===== src/rtl/wisc_pkg.sv =====
// Shared WISC definitions: ALU commands, opcodes and the decoded control bundle
// carried from ID into EX.
package wisc_pkg;

  localparam logic [3:0] ALU_ADD    = 4'b0000;
  localparam logic [3:0] ALU_SUB    = 4'b0001;
  localparam logic [3:0] ALU_PADDSB = 4'b0010;
  localparam logic [3:0] ALU_XOR    = 4'b0100;
  localparam logic [3:0] ALU_NAND   = 4'b1000;
  localparam logic [3:0] ALU_SLL    = 4'b1100;
  localparam logic [3:0] ALU_SRL    = 4'b1110;
  localparam logic [3:0] ALU_SRA    = 4'b1111;

  localparam logic [3:0] OPC_ADD    = 4'h0;
  localparam logic [3:0] OPC_PADDSB = 4'h1;
  localparam logic [3:0] OPC_SUB    = 4'h2;
  localparam logic [3:0] OPC_NAND   = 4'h3;
  localparam logic [3:0] OPC_XOR    = 4'h4;
  localparam logic [3:0] OPC_SLL    = 4'h5;
  localparam logic [3:0] OPC_SRL    = 4'h6;
  localparam logic [3:0] OPC_SRA    = 4'h7;
  localparam logic [3:0] OPC_LW     = 4'h8;
  localparam logic [3:0] OPC_SW     = 4'h9;
  localparam logic [3:0] OPC_LHB    = 4'hA;
  localparam logic [3:0] OPC_LLB    = 4'hB;
  localparam logic [3:0] OPC_B      = 4'hC;
  localparam logic [3:0] OPC_CALL   = 4'hD;
  localparam logic [3:0] OPC_RET    = 4'hE;
  localparam logic [3:0] OPC_HLT    = 4'hF;

  localparam int CTRL_ALU_CMD_W = 4;
  localparam int CTRL_FLAG_W    = 12;
  localparam int CTRL_W         = 1 + CTRL_ALU_CMD_W + CTRL_FLAG_W;

  typedef struct packed {
    logic                      valid;
    logic [CTRL_ALU_CMD_W-1:0] alu_cmd;
    logic                      alu_src;
    logic                      reg_wrt;
    logic                      mem_to_reg;
    logic                      mem_wrt;
    logic                      branch;
    logic                      call;
    logic                      ret;
    logic                      set_over;
    logic                      set_zero;
    logic                      llb;
    logic                      lhb;
    logic                      hlt;
  } ctrl_bundle_t;

  // A bubble clears every field, so no side effect can leak into EX.
  function automatic ctrl_bundle_t ctrl_bubble();
    ctrl_bundle_t c;
    c = '0;
    return c;
  endfunction

endpackage


===== src/rtl/id_ex_pipe_reg_halt_drain_ctr.sv =====
// Halt-drain sequencer: once an HLT is captured into EX, waits for the older
// instructions to leave MEM/WB, then raises a sticky halt.
module halt_drain_ctr #(
  parameter int DRAIN_CYCLES = 3
) (
  input  logic clk_i,
  input  logic rst_ni,
  input  logic capture_i,
  output logic halt_pending_o,
  output logic halt_o
);

  localparam int CNT_W = $clog2(DRAIN_CYCLES + 1);

  if (DRAIN_CYCLES < 1) begin : g_bad_drain
    $error("halt_drain_ctr: DRAIN_CYCLES must be >= 1");
  end

  typedef enum logic [1:0] {
    S_IDLE   = 2'd0,
    S_DRAIN  = 2'd1,
    S_HALTED = 2'd2
  } drain_state_e;

  drain_state_e     state_q;
  logic [CNT_W-1:0] cnt_q;
  logic             halt_pending_q;
  logic             halt_q;

  always_ff @(posedge clk_i or negedge rst_ni) begin
    if (!rst_ni) begin
      state_q        <= S_IDLE;
      cnt_q          <= '0;
      halt_pending_q <= 1'b0;
      halt_q         <= 1'b0;
    end else begin
      case (state_q)
        S_IDLE: begin
          if (capture_i) begin
            state_q        <= S_DRAIN;
            halt_pending_q <= 1'b1;
            cnt_q          <= CNT_W'(DRAIN_CYCLES - 1);
          end
        end
        S_DRAIN: begin
          // Counter reaching zero marks the last older instruction leaving WB.
          if (cnt_q == '0) begin
            state_q <= S_HALTED;
            halt_q  <= 1'b1;
          end else begin
            cnt_q <= cnt_q - 1'b1;
          end
        end
        S_HALTED: begin
          state_q <= S_HALTED;
        end
        default: begin
          state_q <= S_IDLE;
        end
      endcase
    end
  end

  assign halt_pending_o = halt_pending_q;
  assign halt_o         = halt_q;

endmodule


===== src/rtl/id_ex_pipe_reg.sv =====
// ID/EX pipeline register with stall/flush handling and ownership of the
// halt-drain sequence started by an HLT reaching EX.
module id_ex_pipe_reg
  import wisc_pkg::*;
#(
  parameter int DATA_W       = 16,
  parameter int REG_ADDR_W   = 4,
  parameter int DRAIN_CYCLES = 3
) (
  input  logic                  clk,
  input  logic                  rst_n,
  input  logic                  stall,
  input  logic                  flush,
  input  logic                  id_valid,
  input  logic [3:0]            id_alu_cmd,
  input  logic                  id_alu_src,
  input  logic                  id_reg_wrt,
  input  logic                  id_mem_to_reg,
  input  logic                  id_mem_wrt,
  input  logic                  id_branch,
  input  logic                  id_call,
  input  logic                  id_ret,
  input  logic                  id_set_over,
  input  logic                  id_set_zero,
  input  logic                  id_llb,
  input  logic                  id_lhb,
  input  logic                  id_hlt,
  input  logic [DATA_W-1:0]     id_rd1,
  input  logic [DATA_W-1:0]     id_rd2,
  input  logic [DATA_W-1:0]     id_imm,
  input  logic [DATA_W-1:0]     id_pc,
  input  logic [REG_ADDR_W-1:0] id_dst,
  output logic                  ex_valid,
  output logic [3:0]            ex_alu_cmd,
  output logic                  ex_alu_src,
  output logic                  ex_reg_wrt,
  output logic                  ex_mem_to_reg,
  output logic                  ex_mem_wrt,
  output logic                  ex_branch,
  output logic                  ex_call,
  output logic                  ex_ret,
  output logic                  ex_set_over,
  output logic                  ex_set_zero,
  output logic                  ex_llb,
  output logic                  ex_lhb,
  output logic                  ex_hlt,
  output logic [DATA_W-1:0]     ex_rd1,
  output logic [DATA_W-1:0]     ex_rd2,
  output logic [DATA_W-1:0]     ex_imm,
  output logic [DATA_W-1:0]     ex_pc,
  output logic [REG_ADDR_W-1:0] ex_dst,
  output logic                  halt_pending,
  output logic                  halt
);

  ctrl_bundle_t          id_ctrl;
  ctrl_bundle_t          ctrl_d, ctrl_q;
  logic [DATA_W-1:0]     rd1_d, rd1_q;
  logic [DATA_W-1:0]     rd2_d, rd2_q;
  logic [DATA_W-1:0]     imm_d, imm_q;
  logic [DATA_W-1:0]     pc_d, pc_q;
  logic [REG_ADDR_W-1:0] dst_d, dst_q;

  logic halt_pending_w;
  logic halt_w;
  logic bubble;
  logic load;
  logic capture;

  assign id_ctrl = {id_valid, id_alu_cmd, id_alu_src, id_reg_wrt, id_mem_to_reg,
                    id_mem_wrt, id_branch, id_call, id_ret, id_set_over,
                    id_set_zero, id_llb, id_lhb, id_hlt};

  // Priority: draining HLT > flush > stall > load; an invalid ID slot loads as a bubble.
  assign bubble  = halt_pending_w | flush | (!stall & !id_valid);
  assign load    = !halt_pending_w & !flush & !stall & id_valid;
  assign capture = load & id_hlt;

  always_comb begin
    ctrl_d = ctrl_q;
    rd1_d  = rd1_q;
    rd2_d  = rd2_q;
    imm_d  = imm_q;
    pc_d   = pc_q;
    dst_d  = dst_q;
    if (bubble) begin
      ctrl_d = ctrl_bubble();
      rd1_d  = '0;
      rd2_d  = '0;
      imm_d  = '0;
      pc_d   = '0;
      dst_d  = '0;
    end else if (load) begin
      ctrl_d = id_ctrl;
      rd1_d  = id_rd1;
      rd2_d  = id_rd2;
      imm_d  = id_imm;
      pc_d   = id_pc;
      dst_d  = id_dst;
    end
  end

  always_ff @(posedge clk or negedge rst_n) begin
    if (!rst_n) begin
      ctrl_q <= ctrl_bubble();
      rd1_q  <= '0;
      rd2_q  <= '0;
      imm_q  <= '0;
      pc_q   <= '0;
      dst_q  <= '0;
    end else begin
      ctrl_q <= ctrl_d;
      rd1_q  <= rd1_d;
      rd2_q  <= rd2_d;
      imm_q  <= imm_d;
      pc_q   <= pc_d;
      dst_q  <= dst_d;
    end
  end

  halt_drain_ctr #(
    .DRAIN_CYCLES(DRAIN_CYCLES)
  ) u_halt_drain_ctr (
    .clk_i         (clk),
    .rst_ni        (rst_n),
    .capture_i     (capture),
    .halt_pending_o(halt_pending_w),
    .halt_o        (halt_w)
  );

  assign ex_valid      = ctrl_q.valid;
  assign ex_alu_cmd    = ctrl_q.alu_cmd;
  assign ex_alu_src    = ctrl_q.alu_src;
  assign ex_reg_wrt    = ctrl_q.reg_wrt;
  assign ex_mem_to_reg = ctrl_q.mem_to_reg;
  assign ex_mem_wrt    = ctrl_q.mem_wrt;
  assign ex_branch     = ctrl_q.branch;
  assign ex_call       = ctrl_q.call;
  assign ex_ret        = ctrl_q.ret;
  assign ex_set_over   = ctrl_q.set_over;
  assign ex_set_zero   = ctrl_q.set_zero;
  assign ex_llb        = ctrl_q.llb;
  assign ex_lhb        = ctrl_q.lhb;
  assign ex_hlt        = ctrl_q.hlt;
  assign ex_rd1        = rd1_q;
  assign ex_rd2        = rd2_q;
  assign ex_imm        = imm_q;
  assign ex_pc         = pc_q;
  assign ex_dst        = dst_q;
  assign halt_pending  = halt_pending_w;
  assign halt          = halt_w;

endmodule

===== config.mk =====
export PLATFORM = sky130hd
export DESIGN_NAME = id_ex_pipe_reg
export DESIGN_NICKNAME = d
export VERILOG_FILES = /design/src/rtl/wisc_pkg.sv /design/src/rtl/id_ex_pipe_reg_halt_drain_ctr.sv /design/src/rtl/id_ex_pipe_reg.sv
export SDC_FILE = /design/constraint.sdc
export NUM_CORES = 1
export LEC_CHECK = 0
export ABC_AREA = 1
export CORE_UTILIZATION = 45
export CTS_CLUSTER_SIZE = 8
export DETAILED_ROUTE_END_ITERATION = 12
export PLACE_DENSITY = 0.86
export SLEW_MARGIN = 30
export SYNTH_ARGS = -nofsm -noshare
export SYNTH_HDL_FRONTEND = slang
export SYNTH_SLANG_ARGS = --single-unit
export TNS_END_PERCENT = 1

===== constraint.sdc =====
create_clock -name clk -period 3.1 [get_ports clk]
set_clock_uncertainty 0.1 [all_clocks]
set_input_delay 0.465 -clock clk [delete_from_list [all_inputs] [get_ports clk]]
set_output_delay 0.465 -clock clk [all_outputs]
set_load 0.1 [all_outputs]

# [Yosys cells after proc, flatten, opt, wreduce, memory -nomap -nowiden]
# Cells that the tools add are included.
[totals] reg_bits=91 latch_bits=0 mem_bits_rw=0 romBits=0 in_bits=89 output_inout_bits=87 elab_cells=66 n_memories=0
[op_classes] n_addsub=1 n_mul=0 div=0 order_cmp=0 n_eq_ne=5 n_shift=0 mux=18 bitwise=7 n_reduce_logical=12
[ops] cell="$mux W16" count=8
[ops] cell="$mux W17" count=2
[ops] cell="$mux W2" count=4
[ops] cell="$mux W4" count=2
[ops] cell="$pmux W2 S3" count=1
[ops] cell="$reduce_and A2 Y1" count=3
[ops] cell="$and A1 B1 Y1" count=5
[ops] cell="$logic_not A1 Y1" count=4
[ops] cell="$logic_not A2 Y1" count=2
[ops] cell="$ne A2 B2 Y1 const B" count=2
[ops] cell="$pmux W2 S2" count=1
[ops] cell="$reduce_bool A2 Y1" count=2
[ops] cell="$reduce_and A3 Y1" count=1
[ops] cell="$eq A2 B1 Y1 const B" count=1
[ops] cell="$eq A2 B2 Y1 const B" count=1
[ops] cell="$ne A2 B1 Y1 const B" count=1
[ops] cell="$or A1 B1 Y1" count=2
[ops] cell="$sub A2 B1 Y2 const B" count=1

# [Logic depth before layout (Yosys ltp)]
[depth] word_depth=7 mapped_depth=7 depth_no_buf=7

# [Modules after synthesis]
# Synthesis repeated with hierarchy kept, for this count alone.
[unflattened] hier_cells=426 hier_area_um2=4665.7
[by_module_without_submodules] module="id_ex_pipe_reg" instances=1 cells_per_inst=381 area_each_um2=4309.1 seq_area_each_um2=2127.0
[by_module_without_submodules] module="halt_drain_ctr" instances=1 cells_per_inst=45 area_each_um2=356.6 seq_area_each_um2=150.1

# [Worst setup path before layout]
# Ideal clock, no wire load.
[synth_timing] kind="reg-to-reg" start="register u_halt_drain_ctr.halt_pending_q (netlist: u_halt_drain_ctr.halt_pending_o)" end="register pc_q[10] (netlist: ex_pc[10])" setup_time_ns=0.121 arrival_ns=1.552 t_required_ns=2.879 setup_slack_ns=1.327 stages_incl_launch_ff=6 path_buffers=2 synth_period_minus_slack_ns=1.773 path_cell_list="dfrtp_1 -> nor2_4 -> buf_4 -> buf_4 -> nand3_1 -> nand2_1"
[synth_between] elab_chain_len=5 elab_cells_between_ends=8 cone_classes="mux (1); bitwise (5); reduce/logical (2)"
[synth_rtl] item="start: declaration" line_no="id_ex_pipe_reg_halt_drain_ctr.sv:27" text="logic halt_pending_q;"
[synth_rtl] item="start signal: assignment" line_no="id_ex_pipe_reg_halt_drain_ctr.sv:34" text="halt_pending_q <= 1'b0;"
[synth_rtl] item="start signal: assignment" line_no="id_ex_pipe_reg_halt_drain_ctr.sv:41" text="halt_pending_q <= 1'b1;"
[synth_rtl] item="$logic_not A1 Y1" line_no="id_ex_pipe_reg.sv:76" text="assign load = !halt_pending_w & !flush & !stall & id_valid;"
[synth_rtl] item="$and A1 B1 Y1 (3 in series)" line_no="id_ex_pipe_reg.sv:76"
[synth_rtl] item="$reduce_bool A2 Y1 (no source line)"
[synth_rtl] item="end signal: assignment" line_no="id_ex_pipe_reg.sv:116" text="pc_q <= pc_d;"
[synth_rtl] item="end: declaration" line_no="id_ex_pipe_reg.sv:61" text="logic [DATA_W-1:0] pc_d, pc_q;"
# Parallel ways exist; a longest one is shown, timed or not.
# A chain may end at the register's enable or synchronous reset.

# [Worst setup path in the final report]
[layout_timing] start="input flush" end="register imm_q[3] (netlist: ex_imm[3])"
[layout_between] elab_chain_len=5 elab_cells_between_ends=8 cone_classes="mux (1); bitwise (5); reduce/logical (2)"
[layout_rtl] item="start: declaration" line_no="id_ex_pipe_reg.sv:13" text="input logic flush,"
[layout_rtl] item="$logic_not A1 Y1" line_no="id_ex_pipe_reg.sv:76"
[layout_rtl] item="$and A1 B1 Y1 (3 in series)" line_no="id_ex_pipe_reg.sv:76"
[layout_rtl] item="$reduce_bool A2 Y1 (no source line)"
[layout_rtl] item="end signal: assignment" line_no="id_ex_pipe_reg.sv:115" text="imm_q <= imm_d;"
[layout_rtl] item="end: declaration" line_no="id_ex_pipe_reg.sv:60" text="logic [DATA_W-1:0] imm_d, imm_q;"
# Parallel ways exist; a longest one is shown, timed or not.

==> results.md <==
* Post-synth EDFFs at 0
* Final setup violation count at 0
* Die width at 94.6 microns
* Clk slew on worst S/H paths at 90 ps
* Fillers at 694
* Area after DPL at between 5000 and 6000 sq um
* Final WL at 10100 microns
* Core area at 8260 sq um
* Crit end category: flop
* Drt first pass iters at 4
* Slowest cell on the critical path: clkdlybuf4s50_1
* Syn nets at approximately 510
* Slew margin rel. at 55.3%
* Main synth FF type: dfrtp_1
* Final setup TNS at 0 ps
* Number of post-CTS setup repair buffers at 0
* DRT antenna net count at 0
* Port-buffer cells at between 150 and 200
* # clock sinks at 91
* Final Max Tran Viols at 0
* CTS tree: built
* Average cell area after synthesis at 9.22 sq um
* Crit path launch type: input pin
* Full die area at 8960 sq um
* Met2 wire length at 4880 microns
* Max IR drop VDD at 0.000417 V
* Met3 wire len at 610 microns
* Hold Crit Class: input pin to asynchronous set/reset pin
* Sw power at about 1.4 mW
* P&R area growth vs syn at 45.3%
* Power Total at 3.55 mW
* Clock power frac at 24.5%
* Via Count at around 3600
* All-layer global routing usage at between 20% and 30%
* Fin area at between 5000 and 6000 sq um
* Critical Setup Path Class: input pin to flop
* Largest delay share family, worst path: buffers and inverters
* DRC Markers at 0
* Count leader, synth: nand3_1
* Post-Syn Area at 3860 sq um
* Crit-path cells: clkdlybuf4s50_1, nor2_4, buf_12, nand3_1, nand2_1
* Grt ovf at 0
* M1 wire length at 4350 microns
* Share of layout cells above drive strength 1 at 20.0%
* DR WL/cell at 14.8 microns
* Final Hold Viols at 0
* Async SR Flop Fraction at 100%
* Static leakage at about 3.0 nW
* Pwr per Cell Area at around 630 nW/um^2
* Die height at 94.6 microns
* CTS Hold Bufs at 0
* FMAX at 0.556 GHz
* Top Layer Used: met4
* Bufs and invs on worst path at 2
* Worst hold margin at 1.21 ps
* Worst skew pair latency at 340 ps
* Root buf cell: clkbuf_8
* Routed vias/inst at 5.22
* Synth top area share at 59.0%
* Clock buffer count from CTS at 9
* Dominant cells by area after synthesis: dfrtp_1 (59%), nand3_1 (22%), nand2_1 (9.6%)
* CP required at 3270 ps
* Max Cap Viol at 0
* Outcome: complete, no violations
* Switching share of power at between 40% and 50%
* Tightest Pin Transition at 670 ps
* Cell-internal power at 2.10 mW
* I/O pins at 176
* Tmin final at 1800 ps
* Htree depth at 3
* DP HPWL at ~6900 microns
* Clock tree buffer depth at 2
* Largest stage delay on the critical path at 440 ps
* R2R cell count at 4
* Post-Syn Instances at 419
* RSZ-0062 raised after global routing: false
* Seq/Total Area, Yosys at around 60%
* Global-route wire length before repair at 15600 microns
* Largest net degree at the start of global routing at 81
* Area leader, netlist: dfrtp_1
* Antenna violations before repair at 0
* Logic gate share of total power at approximately 37%
* Seq pwr share at 38.1%
* CTS resizes at 0
* Initial DRC Count at 185
* Row Count at 33
* Netlist cell types at 17
* Final Wtd Congestion at around 0.75
* Crit path depth at 5
* Seq cells post-synth at 91
* Final layout net count at 668
* CP Max Fanout at 80
* Ant. Diodes at 0
* Ratio of final minimum period to clock period at 58.0%
* Vias in the first global route at between 3000 and 4000
* Commonest cells in the netlist: nand3_1 (173), nand2_1 (99), dfrtp_1 (91)
* Worst Path Arrival at just under 2000 ps
* Initial Util at roughly 47%
* Syn. warnings at 0
[placed cells by master, fill, tap and decap left out]
cell / instances
or2_2: 1
inv_1: 6
o21a_1: 1
ha_1: 4
buf_4: 92
clkbuf_1: 1
nand3_1: 173
bufinv_16: 2
clkinvlp_4: 2
dfrtp_1: 91
buf_2: 1
o21bai_1: 1
buf_12: 3
clkdlybuf4s50_1: 86
inv_2: 2
clkbuf_8: 10
nor2_1: 1
nor2_4: 2
nand2_1: 99
nand2_2: 1
[area by class of cell]
class	instances	area, sq um	share of cell area (%)
Clock inverter	4	75.1	1.34
Timing Repair Buffer	182	1620	28.8
Clock buffer	11	141	2.52
Tap cell	105	131	2.34
Inverter	8	30.0	0.535
Multi-Input combinational cell	283	1340	23.9
Sequential cell	91	2280	40.6
[power groups by stage]
stage / Sequential [mW] / Clock (mW) / Combinational, mW
after global routing: 1.37 / 0.932 / 1.41
final: 1.35 / 0.871 / 1.32
after global placement: 1.37 / 0 / 1.30
after CTS: 1.35 / 0.886 / 1.33
after detailed placement: 1.37 / 0 / 1.33
after floorplan: 1.92 / 0 / 0.433
[cells by family after synthesis]
kind of cell             share of synthesized area, %
AO/OA/AOI/OAI                                   0.389
AND/OR/NAND/NOR                                  33.0
adder cells (fa/ha/maj)                          1.30
buffers and inverters                            6.32
flip-flops                                       59.0
[path summary, 6_finish.rpt]
kind	slack, ps	from	end
min	1	rst_n	ex_dst[0]
min in group clk	390	u_halt_drain_ctr.state_q[1]	u_halt_drain_ctr.state_q[1]
max reg2reg	1400	u_halt_drain_ctr.halt_pending_o	ex_imm[3]
min reg2reg	390	u_halt_drain_ctr.state_q[1]	u_halt_drain_ctr.state_q[1]
max in group asynchronous	2230	rst_n	ex_rd2[6]
max	1300	flush	ex_imm[3]
[metal layers]
metal	vias to the layer above	track usage, %
met2	118	37.0
met3	24	4.19
met5	-	0
met4	0	9.09
li1	1715	-
met1	1713	28.4
[per-stage QoR]
step | worst slack (ps) | cells | utilization (%)
2_1_floorplan | 1330 | 419 | -
5_1_grt | 1190 | 684 | 68.0
3_5_place_dp | 956 | 669 | 65.3
6_report | 1300 | 684 | 68.0
3_3_place_gp | 1030 | 669 | 65.3
4_1_cts | 1330 | 684 | 68.0
No activity file was read; power rests on OpenSTA's default activity.
